<file path="config.mk">
export PLATFORM = sky130hd
export DESIGN_NAME = fp_add_norm_round
export DESIGN_NICKNAME = d
export VERILOG_FILES = /design/src/rtl/fp_add_norm_round.sv
export SDC_FILE = /design/constraint.sdc
export NUM_CORES = 1
export LEC_CHECK = 0
export CAP_MARGIN = 15
export CORE_ASPECT_RATIO = 0.5
export CORE_MARGIN = 2
export CORE_UTILIZATION = 54
export DETAILED_ROUTE_END_ITERATION = 10
export MAX_ROUTING_LAYER = met4
export PLACE_DENSITY = 0.8
export SLEW_MARGIN = 5
export SYNTH_ARGS = -nofsm -noshare
export SYNTH_HDL_FRONTEND = slang
export SYNTH_SLANG_ARGS = --single-unit
</file>
<file path="constraint.sdc">
create_clock -name clk -period 3 [get_ports clk]
set_input_delay 0.3 -clock clk [delete_from_list [all_inputs] [get_ports clk]]
set_output_delay 0.3 -clock clk [all_outputs]
set_load 0.01 [all_outputs]
</file>
<file path="src/rtl/fp_add_norm_round.sv">
// fp_add_norm_round
//   Post-add normalise / round / pack stage of the single-precision adder.
//   It takes the raw sum from the mantissa add/subtract stage and produces a
//   packed IEEE-754 word. Normalisation moves one bit per cycle. Rounding is
//   round-to-nearest-even.
//
// Ports
//   clk        rising-edge clock
//   rst        synchronous, active-high reset
//   in_valid   upstream raw sum valid
//   in_ready   stage can accept (high only while idle)
//   in_sign    sign of the raw sum
//   in_exp     biased exponent of the larger operand
//   in_mant    [MW-1]=carry [MW-2]=hidden [MW-3:3]=fraction [2]=G [1]=R [0]=S
//   out_valid  result valid; held until out_ready
//   out_ready  downstream accepts the result
//   sum        packed result {sign, exponent, fraction}
//   out_flags  {overflow, underflow, inexact, zero}
//
// state  | meaning
// -------+-------------------------------------------------------------
// IDLE   | waiting for a raw sum; in_ready high
// NORM   | carry fix-up, zero detect, or one left shift per cycle
// ROUND  | round to nearest-even, detect overflow, and pack the result
// DONE   | result presented; wait for out_ready

module fp_add_norm_round #(
    parameter int EXP_W  = 8,
    parameter int FRAC_W = 23
) (
    input  logic                    clk,
    input  logic                    rst,
    input  logic                    in_valid,
    output logic                    in_ready,
    input  logic                    in_sign,
    input  logic [EXP_W-1:0]        in_exp,
    input  logic [FRAC_W+4:0]       in_mant,
    output logic                    out_valid,
    input  logic                    out_ready,
    output logic [EXP_W+FRAC_W:0]   sum,
    output logic [3:0]              out_flags
);

    localparam int MW = FRAC_W + 5;
    localparam int EW = EXP_W + 2;

    localparam logic [1:0] S_IDLE  = 2'd0;
    localparam logic [1:0] S_NORM  = 2'd1;
    localparam logic [1:0] S_ROUND = 2'd2;
    localparam logic [1:0] S_DONE  = 2'd3;

    localparam logic [EXP_W-1:0] EXP_ONES = '1;
    localparam logic [EW-1:0]    E_ONE    = {{(EW-1){1'b0}}, 1'b1};
    localparam logic [EW-1:0]    E_MAX    = {2'b00, EXP_ONES};

    logic [1:0]    state;
    logic          sign_q;
    logic [EW-1:0] e_q;
    logic [MW-1:0] m_q;

    // Rounding datapath, used only in ROUND.
    logic                lsb_b, g_b, r_b, s_b;
    logic                inexact, round_up;
    logic [FRAC_W+1:0]   rnd;
    logic                rnd_h;
    logic [FRAC_W-1:0]   rnd_f;
    logic [EW-1:0]       e_rnd;
    logic                ovf;
    logic [EXP_W-1:0]    exp_pk;

    always_comb begin
        lsb_b    = m_q[3];
        g_b      = m_q[2];
        r_b      = m_q[1];
        s_b      = m_q[0];
        inexact  = g_b | r_b | s_b;
        round_up = g_b & (r_b | s_b | lsb_b);
        rnd      = {1'b0, m_q[MW-2:3]} + {{(FRAC_W+1){1'b0}}, round_up};
        rnd_h    = rnd[FRAC_W];
        rnd_f    = rnd[FRAC_W-1:0];
        e_rnd    = e_q;
        if (rnd[FRAC_W+1]) begin
            // Mantissa rounded past 2.0. After the shift right, the fraction is
            // all zeros, so the dropped bit is always 0.
            rnd_h = 1'b1;
            rnd_f = rnd[FRAC_W:1];
            e_rnd = e_q + E_ONE;
        end
        ovf = (e_rnd >= E_MAX);
        // A subnormal that rounds up into the hidden bit gets e (which is 1).
        // Otherwise the exponent field is 0.
        exp_pk = rnd_h ? e_rnd[EXP_W-1:0] : '0;
    end

    assign in_ready = (state == S_IDLE);

    always_ff @(posedge clk) begin
        if (rst) begin
            state     <= S_IDLE;
            out_valid <= 1'b0;
            sum       <= '0;
            out_flags <= '0;
            sign_q    <= 1'b0;
            e_q       <= '0;
            m_q       <= '0;
        end else begin
            case (state)
                S_IDLE: begin
                    if (in_valid) begin
                        sign_q <= in_sign;
                        e_q    <= {2'b00, in_exp};
                        m_q    <= in_mant;
                        if (in_exp == EXP_ONES) begin
                            // Inf/NaN passes straight through with its payload.
                            sum       <= {in_sign, EXP_ONES, in_mant[FRAC_W+2:3]};
                            out_flags <= 4'b0000;
                            state     <= S_DONE;
                        end else begin
                            state <= S_NORM;
                        end
                    end
                end
                S_NORM: begin
                    if (m_q[MW-1]) begin
                        // Carry out of the add. Fold the dropped bit into sticky.
                        m_q   <= {1'b0, m_q[MW-1:2], m_q[1] | m_q[0]};
                        e_q   <= e_q + E_ONE;
                        state <= S_ROUND;
                    end else if (m_q == '0) begin
                        sum       <= '0;
                        out_flags <= 4'b0001;
                        state     <= S_DONE;
                    end else if (m_q[MW-2]) begin
                        state <= S_ROUND;
                    end else if (e_q <= E_ONE) begin
                        // Exponent floor reached: the result stays subnormal.
                        e_q   <= E_ONE;
                        state <= S_ROUND;
                    end else begin
                        m_q <= {m_q[MW-2:0], 1'b0};
                        e_q <= e_q - E_ONE;
                    end
                end
                S_ROUND: begin
                    if (ovf) begin
                        sum       <= {sign_q, EXP_ONES, {FRAC_W{1'b0}}};
                        out_flags <= 4'b1010;
                    end else begin
                        sum       <= {sign_q, exp_pk, rnd_f};
                        out_flags <= {1'b0, ~rnd_h & inexact, inexact, 1'b0};
                    end
                    state <= S_DONE;
                end
                S_DONE: begin
                    if (!out_valid) begin
                        out_valid <= 1'b1;
                    end else if (out_ready) begin
                        out_valid <= 1'b0;
                        state     <= S_IDLE;
                    end
                end
                default: state <= S_IDLE;
            endcase
        end
    end

endmodule
</file>
==> flow_metrics.tcl <==
set metrics [dict create \
    status "complete, no violations" \
    syn_nets 698 \
    fp.dieH_um 71.6 \
    worst-setup-path-type "reg2reg" \
    multi_input_area_um2 3090 \
    place_congestion 0.960 \
    synth_top_cell_by_area "dfxtp_1" \
    holdCritPathClass "in2reg" \
    antenna_found_initial 0 \
    dr_wl_met2_um 6680 \
    async_flop_share_pct 0 \
    finalWirelength_um 15000 \
    worst_pin_slew_ps 981 \
    clock_path_buffers 2 \
    regArea_um2 1560 \
    critPathMaxFanout 12 \
    period_share_pct 93.4 \
    area_growth_syn_to_layout_pct 23.8 \
    fill_cells 774 \
    overflow 0 \
    vias_per_cell 6.46 \
    met3_length_um 1260 \
    clk_root_buffer_cell "clkbuf_16" \
    cts.htree.levels 3 \
    slew_headroom_pct 34.6 \
    final_nets 740 \
    first_global_vias 4733 \
    synthesis.area_um2 4940 \
    synth_edf_count 0 \
    drcViolationCount 0 \
    io_pins 79 \
    cts_hold_buf 0 \
    synth_top_cell_area_share_pct 31.6 \
    cp_data_required_time_ps 3220 \
    cts_buffers 9 \
    dieArea_um2 9980 \
    drt-wirelength-per-cell_um 18.4 \
    synth.distinct_cells 58 \
    finalSetupTns_ps 0 \
    grt_start_max_net_pins 53 \
    final_core_util_pct 69.5 \
    startpoint_type "register" \
    drt_pass1_iterations 8 \
    synth_area_per_cell_um2 7.62 \
    maxCapViolations 0 \
    clock_skew_ps 3.92 \
    setup_viol 0 \
    clk_pin_slew_worst_paths_ps 60 \
    initial_core_util_pct 56.1 \
    die_w_um 139 \
    drive_above_1_share_pct 7.63 \
    synth-main-ff-cell "dfxtp_1" \
    synth_area_leaders "dfxtp_1 32%, nor2_1 5.9%, a211oi_1 5.6%, a221oi_1 4.6%, clkbuf_1 4.3%" \
    cts_tree "done" \
    hold_violations 0 \
    period_needed_ps 2800 \
    clock_sinks 78 \
    post-dp-hpwl_um 10300 \
    clock.fmax_ghz 0.357 \
    post_cts_resized 0 \
    max-vdd-ir-drop_v 0.000547 \
    ys_warn_count 0 \
    ys_seq_area_share_pct 31.6 \
    rsz0062_at_grt "no" \
    p_per_area_nw_per_um2 1030 \
    core-area_um2 8800 \
    clk_latency_ps 340 \
    grt_use_total_pct 31.2 \
    wl_met1_um 6750 \
    syn_inst 648 \
    grt_pass1_wl_um 24200 \
    diodes 0 \
    ys_ff_latch 78 \
    dr.max_layer_used "met4" \
    drv_slew 0 \
    arrival_ps 3020 \
    post_cts_buffers 0 \
    ant_nets 0 \
    vias 5246 \
    p_leak_nw 2.20 \
    critPathCaptureType "register" \
    portBuffers 78 \
    num_rows 24 \
    drt_iter0_drc 579 \
]
==> logic make-up (layout without fill, tap and decap cells) <==
kind of cell,after synthesis,in the layout,synth area share [%]
fa+ha+maj,9,9,2.28
xor+xnor,33,33,5.85
compound gates,189,189,26.9
buf+inv,78,125,6.26
mux,5,5,1.06
flops,78,78,31.6
simple gates,256,256,26.0
==> final cells by class <==
type,instances,share of cell area (%)
Timing Repair Buffer,100,15.6
Sequential cell,78,25.6
Clock buffer,10,3.91
Tap cell,117,2.39
Inverter,9,0.552
Clock inverter,6,1.53
Multi-Input combinational cell,492,50.5
==> per-layer routing <==
metal	GRT usage [%]	vias to the layer above
met3	5.82	26
met1	43.5	2477
met5	-	-
met2	46.4	258
met4	9.43	0
li1	-	2485
==> cell usage in the layout (no fill, tap or decap), types with 26 or more instances in the layout <==
master / count
a211oi_1: 37
a21oi_1: 35
a221oi_1: 26
and3_1: 26
clkdlybuf4s50_1: 77
dfxtp_1: 76
nand2_1: 44
nand3_1: 26
nor2_1: 77
nor3_1: 31
o21ai_0: 26
==> power breakdown <==
part           internal [W]  leakage, nW  switching (W)
registers           0.00139        0.644       0.000518
logic               0.00134         1.39        0.00184
clock network      0.000757        0.159       0.000455
==> cell usage after synthesis (8+ instances only) <==
| cell | number |
|---|---|
| dfxtp_1 | 78 |
| nor2_1 | 77 |
| clkbuf_1 | 56 |
| nand2_1 | 45 |
| a211oi_1 | 37 |
| a21oi_1 | 36 |
| nor3_1 | 31 |
| o21ai_0 | 27 |
| a221oi_1 | 26 |
| and3_1 | 26 |
| nand3_1 | 26 |
| xor2_1 | 21 |
| nand4_1 | 12 |
| xnor2_1 | 12 |
| o22ai_1 | 10 |
| a2bb2oi_1 | 9 |
| ha_1 | 9 |
| inv_1 | 9 |
| a222oi_1 | 8 |
| buf_2 | 8 |
| nor4_1 | 8 |
==> stage by stage <==
stage	cell area, µm²	hold WS [ps]	power (W)	setup WS, ps	std cells
2_1_floorplan	4940	437	0.00399	299	648
3_3_place_gp	5780	443	0.00495	193	796
3_5_place_dp	5780	445	0.00502	151	796
4_1_cts	6110	413	0.00625	123	812
5_1_grt	6120	448	0.00674	20.4	812
6_report	6120	426	0.00631	198	812
==> state kept, by name, indices dropped and copies added (netlist names) <==
name and count:
state 2, e_q 10, m_q 28, sign_q 1, out_valid 1, sum 32
out_flags 4
==> worst max-delay path: stages (launching register included) <==
cell      delay, ps
dfxtp_2         390
and2_1          170
ha_1            240
nand4_1         190
or3_4           410
nor4b_4         280
a31oi_1         120
o22a_1          250
buf_4           220
a221oi_1        320
nor3_1           90
==> path summary, 6_finish.rpt <==
path                              startpoint      endpoint  slack [ps]  cells past startpoint
worst max-delay path                  m_q[2]       sum[10]         200                     10
worst min-delay path                     rst  out_flags[2]         430                      2
worst max register to register        m_q[2]       sum[10]         200                     10
worst min register to register  out_flags[1]  out_flags[1]         450                      2
(Power assumes the default switching activity.)
